**config.mk**
```make
export PLATFORM = sky130hd
export DESIGN_NAME = i2c_slave_rx
export DESIGN_NICKNAME = d
export VERILOG_FILES = /design/src/rtl/i2c_slave_rx.sv
export SDC_FILE = /design/constraint.sdc
export NUM_CORES = 1
export LEC_CHECK = 0
export CAP_MARGIN = 0
export CORE_MARGIN = 2
export CORE_UTILIZATION = 49
export DETAILED_ROUTE_END_ITERATION = 7
export HOLD_SLACK_MARGIN = 0.06
export PLACE_DENSITY = 0.75
export SYNTH_ARGS = -nofsm -noshare
export SYNTH_HDL_FRONTEND = slang
export SYNTH_SLANG_ARGS = --single-unit
```
**constraint.sdc**
```tcl
create_clock -name clk -period 2 [get_ports clk]
set_input_delay 0.5 -clock clk [delete_from_list [all_inputs] [get_ports clk]]
set_output_delay 0.5 -clock clk [all_outputs]
set_load 0.05 [all_outputs]
```
**src/rtl/i2c_slave_rx.sv**
```systemverilog
// i2c_slave_rx: I2C slave that acknowledges one 7-bit address and then
// either receives bytes from the master or returns bytes to it.
//
// Ports
//   clk       system clock; all state changes on its rising edge
//   reset     synchronous, active-high reset
//   scl_in    I2C clock line as seen on the bus (asynchronous)
//   sda_in    I2C data line as seen on the bus (asynchronous)
//   sda_oe    1 = pull SDA low, 0 = release (open-drain pad outside)
//   tx_data   byte returned on a master read, latched when rd_req pulses
//   rd_req    one-cycle pulse when tx_data is latched into the shifter
//   rx_data   last byte received in a master write
//   rx_valid  one-cycle pulse when rx_data updates
//   busy      high from address match until STOP, NACK or ignore
//   nack      one-cycle pulse when the master NACKs a read byte
module i2c_slave_rx #(
    parameter logic [6:0] SLAVE_ADDR = 7'h77
) (
    input  logic       clk,
    input  logic       reset,
    input  logic       scl_in,
    input  logic       sda_in,
    output logic       sda_oe,
    input  logic [7:0] tx_data,
    output logic       rd_req,
    output logic [7:0] rx_data,
    output logic       rx_valid,
    output logic       busy,
    output logic       nack
);

    typedef enum logic [2:0] {
        IDLE,
        ADDR,
        ADDR_ACK,
        WR_DATA,
        WR_ACK,
        RD_DATA,
        RD_ACK,
        IGNORE
    } state_t;

    state_t     state;
    logic       scl_s1, scl_s2, scl_d;
    logic       sda_s1, sda_s2, sda_d;
    logic [2:0] bit_cnt;
    logic [7:0] shift;
    logic       rw;
    // In ack states: 0 = waiting for the edge that opens the slot,
    // 1 = slot open (slave driving, or master ACK seen on a read).
    logic       phase;

    logic scl_rise, scl_fall, start_det, stop_det;

    // Bus events from the synchronised lines; START/STOP need SCL high
    // on both samples, so they can never coincide with an SCL edge.
    assign scl_rise  =  scl_s2 & ~scl_d;
    assign scl_fall  = ~scl_s2 &  scl_d;
    assign start_det =  scl_s2 &  scl_d &  sda_d & ~sda_s2;
    assign stop_det  =  scl_s2 &  scl_d & ~sda_d &  sda_s2;

    // Synchronisers, protocol FSM and registered outputs.
    always_ff @(posedge clk) begin
        if (reset) begin
            scl_s1   <= 1'b1;
            scl_s2   <= 1'b1;
            scl_d    <= 1'b1;
            sda_s1   <= 1'b1;
            sda_s2   <= 1'b1;
            sda_d    <= 1'b1;
            state    <= IDLE;
            bit_cnt  <= 3'd0;
            shift    <= 8'h00;
            rw       <= 1'b0;
            phase    <= 1'b0;
            sda_oe   <= 1'b0;
            rd_req   <= 1'b0;
            rx_data  <= 8'h00;
            rx_valid <= 1'b0;
            busy     <= 1'b0;
            nack     <= 1'b0;
        end else begin
            scl_s1 <= scl_in;
            scl_s2 <= scl_s1;
            scl_d  <= scl_s2;
            sda_s1 <= sda_in;
            sda_s2 <= sda_s1;
            sda_d  <= sda_s2;

            rd_req   <= 1'b0;
            rx_valid <= 1'b0;
            nack     <= 1'b0;

            if (start_det) begin
                state   <= ADDR;
                bit_cnt <= 3'd0;
                phase   <= 1'b0;
                sda_oe  <= 1'b0;
            end else if (stop_det) begin
                state   <= IDLE;
                bit_cnt <= 3'd0;
                phase   <= 1'b0;
                sda_oe  <= 1'b0;
                busy    <= 1'b0;
            end else begin
                case (state)
                    ADDR: begin
                        if (scl_rise) begin
                            shift   <= {shift[6:0], sda_s2};
                            bit_cnt <= bit_cnt + 3'd1;
                            if (bit_cnt == 3'd7) begin
                                // shift[6:0] holds address bits, sda_s2 is R/W
                                if (shift[6:0] == SLAVE_ADDR) begin
                                    state <= ADDR_ACK;
                                    rw    <= sda_s2;
                                    busy  <= 1'b1;
                                    phase <= 1'b0;
                                end else begin
                                    state <= IGNORE;
                                    busy  <= 1'b0;
                                end
                            end
                        end
                    end

                    ADDR_ACK, WR_ACK: begin
                        if (scl_fall) begin
                            if (!phase) begin
                                sda_oe <= 1'b1;
                                phase  <= 1'b1;
                            end else begin
                                phase   <= 1'b0;
                                bit_cnt <= 3'd0;
                                if (state == WR_ACK || !rw) begin
                                    state  <= WR_DATA;
                                    sda_oe <= 1'b0;
                                end else begin
                                    // Ack-ending edge also presents the MSB.
                                    state  <= RD_DATA;
                                    shift  <= tx_data;
                                    rd_req <= 1'b1;
                                    sda_oe <= ~tx_data[7];
                                end
                            end
                        end
                    end

                    WR_DATA: begin
                        if (scl_rise) begin
                            shift   <= {shift[6:0], sda_s2};
                            bit_cnt <= bit_cnt + 3'd1;
                            if (bit_cnt == 3'd7) begin
                                rx_data  <= {shift[6:0], sda_s2};
                                rx_valid <= 1'b1;
                                state    <= WR_ACK;
                                phase    <= 1'b0;
                            end
                        end
                    end

                    RD_DATA: begin
                        if (scl_rise) begin
                            bit_cnt <= bit_cnt + 3'd1;
                            if (bit_cnt == 3'd7) begin
                                state <= RD_ACK;
                                phase <= 1'b0;
                            end
                        end else if (scl_fall) begin
                            shift  <= {shift[6:0], 1'b0};
                            sda_oe <= ~shift[6];
                        end
                    end

                    RD_ACK: begin
                        if (scl_rise) begin
                            if (!sda_s2) begin
                                phase <= 1'b1;
                            end else begin
                                nack   <= 1'b1;
                                state  <= IGNORE;
                                busy   <= 1'b0;
                                sda_oe <= 1'b0;
                            end
                        end else if (scl_fall) begin
                            if (phase) begin
                                // Master ACKed: next byte starts on this edge.
                                state   <= RD_DATA;
                                phase   <= 1'b0;
                                bit_cnt <= 3'd0;
                                shift   <= tx_data;
                                rd_req  <= 1'b1;
                                sda_oe  <= ~tx_data[7];
                            end else begin
                                // Falling edge of bit 8: hand SDA to the master.
                                sda_oe <= 1'b0;
                            end
                        end
                    end

                    default: begin
                        sda_oe <= 1'b0;
                    end
                endcase
            end
        end
    end

endmodule

```
Yosys cells after proc, flatten, opt, wreduce, memory -nomap -nowiden. Index checks and enable logic that the tools add are counted.

$add $sub $neg: 1. Eq/ne operators: 46. Mux-type cells: 68. Bitwise gates (word level): 19. Reduce and logical (&&, ||, !) cells: 24.

Operators by type and width (number): two-way mux 7 bit (9); two-way mux 3 bit (18); AND reduction 12 bit (3); two-way mux 1 bit (34); != test 4 bit (second input constant) (8); != test 2 bit (second input constant) (15); one-hot mux 7 bit (4 select lines) (1); != test 3 bit (second input constant) (8); AND reduction 6 bit (3); != test 5 bit (second input constant) (3); one-hot mux 3 bit (5 select lines) (1); == test 3 bit (second input constant) (4); inverter 1 bit (12); OR reduction 5 bit (2); one-hot mux 3 bit (3 select lines) (1); AND reduction 9 bit (1); != test 2 x 1 -> 1 bit (second input constant) (4); one-hot mux 1 bit (4 select lines) (2); nonzero test 4 bit (2); bitwise AND 1 bit (7); == test 7 bit (second input constant) (1); nonzero test 7 bit (1); == test 3 x 2 -> 1 bit (second input constant) (2); nonzero test 3 bit (2); other kinds (10) (14).

Bits in registers: 34. Output and inout port bits: 13. Logic and storage cells: 176.

Longest topological paths before layout.
Word-level depth: 8. Gate-level depth with buffers: 8.

Worst setup path before layout. No wires, ideal clock.

Path kind: flip-flop to flip-flop. Start: register scl_s2. End: register shift[6]. Arrival time: 1.859 ns. Required time: 1.879 ns. Path slack: 0.019 ns. Cell stages (with the launch flop): 9. Path buffers: 1. Clock period less this slack: 1.981 ns. Cell sequence: dfxtp_1 inv_1 ha_1 nand2_2 a221oi_2 a21oi_1 or4_1 buf_4 mux2_4.

Longest elaborated chain between the ends: 5. Elaborated cells on any way between the ends: 17. Classes of those cells: eq/ne: 6; bitwise: 10; reduce/logical: 1.

Ends and longest elaborated chain: start: declaration (line 44) `logic scl_s1, scl_s2, scl_d;`; start signal: assignment (line 84) `scl_s2 <= scl_s1;`; bitwise AND 1 bit (line 59, 60); bitwise AND 1 bit, on equally long branches (2 in series) (line 60, 59); inverter 1 bit (no line); AND reduction 12 bit (no line) *; end signal: assignment (line 109) `shift <= {shift[6:0], sda_s2};`; end signal: assignment (line 140) `shift <= tx_data;`; end signal: assignment (line 150) `shift <= {shift[6:0], sda_s2};`; end: declaration (line 47) `logic [7:0] shift;`.

Every way passes the cells marked *; elsewhere a longest branch is shown, timed or not. A chain may end at the register's enable or synchronous reset.

Worst setup path in the final report.
Start: register scl_d. End: register shift[6].

Longest elaborated chain between the ends: 5. Elaborated cells on any way between the ends: 17. Classes of those cells: eq/ne: 6; bitwise: 10; reduce/logical: 1.

Ends and longest elaborated chain: start: declaration (line 44); start signal: assignment (line 85) `scl_d <= scl_s2;`; bitwise AND 1 bit (line 59, 60); bitwise AND 1 bit, on equally long branches (2 in series) (line 60, 59); inverter 1 bit (no line); AND reduction 12 bit (no line) *.

Marked as above.

==> flow_summary.json <==
{
  "die-height_um": 66.7,
  "synth-seq-cells": 34,
  "cts.sinks": 34,
  "root_buffer": "clkbuf_8",
  "numCtsBuffers": 5,
  "layout_common_cells": "30 x dfxtp_1, 27 x buf_4, 23 x nor2_1, 23 x clkdlybuf4s50_1, 22 x a21oi_1",
  "maxCapViolations": 0,
  "drt-total-wl_mm": 5.08,
  "synth_ff_type": "dfxtp_1",
  "cts_hold_buf": 0,
  "peakVddDrop_uv": 399,
  "via_count": 1877,
  "violations": "negative setup slack",
  "ant_nets": 0,
  "fmax_mhz": 498,
  "synth_area_um2": 1930,
  "drive_gt1_share_pct": 22.1,
  "status": "finished, violations left",
  "finalHoldViolations": 0,
  "clk_pin_slew_ns": 0.07,
  "portBuffers": 24,
  "synth_edf_count": 0,
  "final_common_cell": "dfxtp_1",
  "fillerInstances": 309,
  "grt_max_degree": 22,
  "area_growth_pct": 30.6,
  "synth_seq_area_share_pct": 35.3,
  "finalSetupViolations": 1,
  "cp-start-kind": "register",
  "gp_congestion": 0.938,
  "viasPerCell": 5.72,
  "power.density_nw_per_um2": 542,
  "drt_iter0_markers": 185,
  "total_power_w": 0.00137,
  "fin_nets": 296,
  "n_antenna_cell": 0,
  "drc": 0,
  "grt_pass1_wl_mm": 7.89,
  "cp-end-kind": "register",
  "initial_utilization_pct": 51.9,
  "wl_per_cell_um": 15.5,
  "cts_buffer_depth": 2,
  "fin_skew_ns": 0.00699,
  "rows": 22,
  "avgSynthCellArea_um2": 8.10,
  "hp-class": "reg2reg",
  "antenna_found_initial": 0,
  "cts_tree": "built",
  "cts.htree.levels": 2,
  "clk_latency_ns": 0.29,
  "dpl-instance-area_um2": 2330,
  "die-area_um2": 4450,
  "grtUsageTotal_pct": 23.6,
  "synth_nets": 255,
  "setup_tns_ns": -0.00750,
  "post-place-ws_ns": -0.0779,
  "dp.final_hpwl_mm": 3.59,
  "final_area_um2": 2520,
  "async_flop_share_pct": 0,
  "layout_setup_ws_ns": -0.00750,
  "crit_required_ns": 2.18,
  "io_pins": 25,
  "min_period_ns": 2.01,
  "dr.pass1.iters": 5,
  "fp.coreArea_um2": 3720,
  "cellLeakagePower_nw": 0.997,
  "arrival_ns": 2.19,
  "min_period_over_period_pct": 100,
  "grt_pass1_vias": 1615,
  "max-slew-margin-rel_pct": 57.1,
  "critPathKind": "reg2reg",
  "timing.final.max_slew_violations": 0,
  "path_max_fanout": 4,
  "yosysWarnings": 0,
  "synth_cell_types": 50,
  "synthCells": 238,
  "hold_ws_ns": 0.413,
  "grt_remaining_overflow": 0,
  "tightest_slew_ns": 0.635,
  "die_x_um": 66.7
}
==> final cells by class <==
cell class | instances | area (um2) | area share [%]
Timing Repair Buffer | 50 | 433 | 17.2
Sequential cell | 34 | 688 | 27.3
Inverter | 13 | 48.8 | 1.94
Tap cell | 48 | 60.1 | 2.39
Clock buffer | 6 | 72.6 | 2.88
Clock inverter | 2 | 13.8 | 0.547
Multi-Input combinational cell | 175 | 1200 | 47.7
==> power by group <==
part | internal [W] | switching, W
logic | 0.0000787 | 0.0000856
clock network | 0.000245 | 0.000262
registers | 0.000685 | 0.00000897
total | 0.00101 | 0.000357
==> per-layer routing <==
| metal | part of all wire, % | vias up | track usage (%) |
|---|---|---|---|
| li1 | - | 928 | - |
| met1 | 44 | 874 | 32.2 |
| met2 | 49 | 63 | 38.0 |
| met3 | 5.7 | 12 | 5.07 |
| met4 | 1.6 | 0 | 5.87 |
| met5 | 0 | - | 0 |
==> registers in the layout, summed over array words and instances, names as in the netlist <==
name and count:
shift 7, scl_s2 1, phase 1, sda_oe 1, sda_d 1, bit_cnt 3
scl_s1 1, busy 1, rw 1, sda_s1 1, rx_valid 1, nack 1
rx_data 8, rd_req 1, sda_s2 1, state 3, scl_d 1
==> metrics by stage <==
stage	utilization (%)	std cells
CTS	65.2	327
global route	67.7	328
detailed placement	62.8	319
finish	67.7	328
global placement	62.8	319
floorplan	-	238
==> cell usage after synthesis, types with 2 or more instances <==
cell | instances | share of area (%)
a211oi_1 | 4 | 1.6
a221oi_1 | 4 | 1.8
and2_1 | 2 | 0.65
nor3_1 | 3 | 0.78
nand3_1 | 3 | 0.78
clkbuf_1 | 8 | 1.6
nor2b_1 | 6 | 1.9
or3_1 | 7 | 2.3
or2_2 | 7 | 2.3
a21boi_0 | 2 | 0.78
or4_1 | 2 | 0.78
buf_2 | 6 | 1.6
mux2i_1 | 14 | 7.3
inv_1 | 13 | 2.5
nand3b_1 | 3 | 1.2
o31ai_1 | 3 | 1.2
nand2_1 | 19 | 3.7
o21ai_0 | 11 | 2.9
dfxtp_1 | 34 | 35
a21oi_1 | 23 | 6.0
nor2_1 | 23 | 4.5
nand2b_1 | 7 | 2.3
nand4_1 | 3 | 0.97
ha_1 | 5 | 3.2
==> worst paths after layout <==
check	slack [ns]	to	cells after the start	from
max	-0.008	shift[6]$_SDFFE_PP0P_	6	scl_d$_SDFF_PP1_
min	0.41	sda_s2$_SDFF_PP1_	1	sda_s1$_SDFF_PP1_
max reg2reg	-0.008	shift[6]$_SDFFE_PP0P_	6	scl_d$_SDFF_PP1_
min reg2reg	0.41	sda_s2$_SDFF_PP1_	1	sda_s1$_SDFF_PP1_
==> kinds of logic after synthesis <==
kind of cell,Yosys count,synth area share [%]
AOI/OAI and AO/OA,62,21.3
muxes,15,8.05
xor gates and xnor gates,2,0.909
and+or+nand+nor,91,24.5
adders and majority gates,5,3.25
buffers and inverters,29,6.62
DFF,34,35.3
==> what timing repair did <==
action	in CTS	in global routing
gates resized for setup	1	21
endpoints found under the setup margin	7	10
hold endpoints to repair	0	0
buffers inserted	0	1
pin swaps	0	5
==> critical path, stage by stage (launching register included) <==
cell      delay (ns)
dfxtp_2         0.37
inv_1           0.05
ha_1            0.21
o21ai_0         0.23
a211oi_1        0.13
or4_4           0.58
mux2_4          0.31
Power figures use the tool's default switching activity.
==> variant (same settings) <==
Make the reset (`reset`) asynchronous in one clocked block. Comments in the files are not updated.
--- a/src/rtl/i2c_slave_rx.sv
+++ b/src/rtl/i2c_slave_rx.sv
@@ -62,3 +62,3 @@
     // Synchronisers, protocol FSM and registered outputs.
-    always_ff @(posedge clk) begin
+    always_ff @(posedge clk or posedge reset) begin
         if (reset) begin
Check against the original RTL: no difference found for any inputs over 10 cycles, from zero or initial values and one cycle with reset high; that may be too few to reach the edited logic, so the function may still have changed.
==> variant against the unedited design <==
Count of clock-buffer cells in the layout decreased by 1. Sequential cell count unchanged. Worst setup slack improved by 0.024 ns. Hold slack lost 0.057 ns. Cell area grew 1.4%. Wire length fell by 5.5%. Synthesized area fell by 2.3%.
Power is not compared: it rests on default switching activity, and its combinational part moved more than twofold at a synthesized area within 25%.
==> variant: results (changes against the unedited design) <==
cp_max_fo: 5  # was 4
num_vias: 1703  # was 1877
finClkSkew_ns: 0.0111  # was 0.00699 ns
drt_first_pass_iters: 4  # was 5
post_cts_resized: 5  # was 1
post-dp-hpwl_um: 3230  # was 3590 um
drt_first_iter_violations: 126  # was 185
reg2reg_depth: 9  # was 6
cts_setup_buffers: 1  # was 0
synth_cells: 195  # was 238
yosys.area_share.xor_xnor_pct: 0.465  # was 0.909%
status: "finished, final reports clean"  # was finished, violations left
buffer_area_share_pct: 17.1  # was 17.2%
hold_end: "scl_s2"  # was sda_s2
seq_area_frac_synth_pct: 45.6  # was 35.3%
clkbuf_count: 5  # was 6
num-multi-input-gates: 141  # was 175
dpl.cell_count: 276  # was 319
synth_top_cells_by_count: "dfrtp_1 (28), nand2_1 (22), nor2_1 (18)"  # was dfxtp_1 (34), a21oi_1 (23), nor2_1 (23)
min_from: "scl_s1"  # was sda_s1
yosysUniqueCellTypes: 53  # was 50
inv_count: 9  # was 13
met2_length_um: 2380  # was 2480 um
wl_met3_um: 273  # was 290 um
dp_slack_ns: -0.0784  # was -0.0779 ns
synth.most_common_cell: "dfrtp_1"  # was dfxtp_1
final_nets: 257  # was 296
wl_met1_um: 2050  # was 2240 um
cp-startpoint: "scl_d"  # unchanged
grt_pass1_vias: 1606  # was 1615
synth_fa_ha_area_share_pct: 3.32  # was 3.25%
r2r_start: "scl_d"  # unchanged
wirelength_um: 4800  # was 5080 um
synth.area.mux_share_pct: 9.91  # was 8.05%
arrival_ns: 2.16  # was 2.19 ns
dpl_cell_area_sq_um: 2280  # was 2330 sq um
-- variant: cell count changes in the layout (fill, tap and decap cells not counted), sizes merged, moves of 6 or more --
| cell | change |
|---|---|
| dfxtp | -34 |
| dfrtp | +28 |
| a21oi | -15 |
| clkdlybuf4s50 | -8 |
| mux2 | +7 |
| mux2i | -7 |
| o21ai | +7 |
| dfstp | +6 |
| nand2b | -6 |
| nor2 | -6 |
| or2 | -6 |
| or3 | -6 |
-- variant: logic make-up (layout without fill, tap and decap cells) --
| logic type | after synthesis | in the layout |
|---|---|---|
| xor+xnor | 1 | 1 |
| flops | 34 | 34 |
| compound gates | 52 | 53 |
| buf+inv | 21 | 66 |
| fa+ha+maj | 5 | 5 |
| simple gates | 67 | 67 |
| mux | 15 | 15 |
-- variant: per-layer routing --
| layer | track usage (%) | vias up |
|---|---|---|
| met1 | 27.9 | 822 |
| met4 | 8.16 | 0 |
| met5 | 0 | - |
| li1 | - | 795 |
| met2 | 37.9 | 74 |
| met3 | 6.13 | 12 |
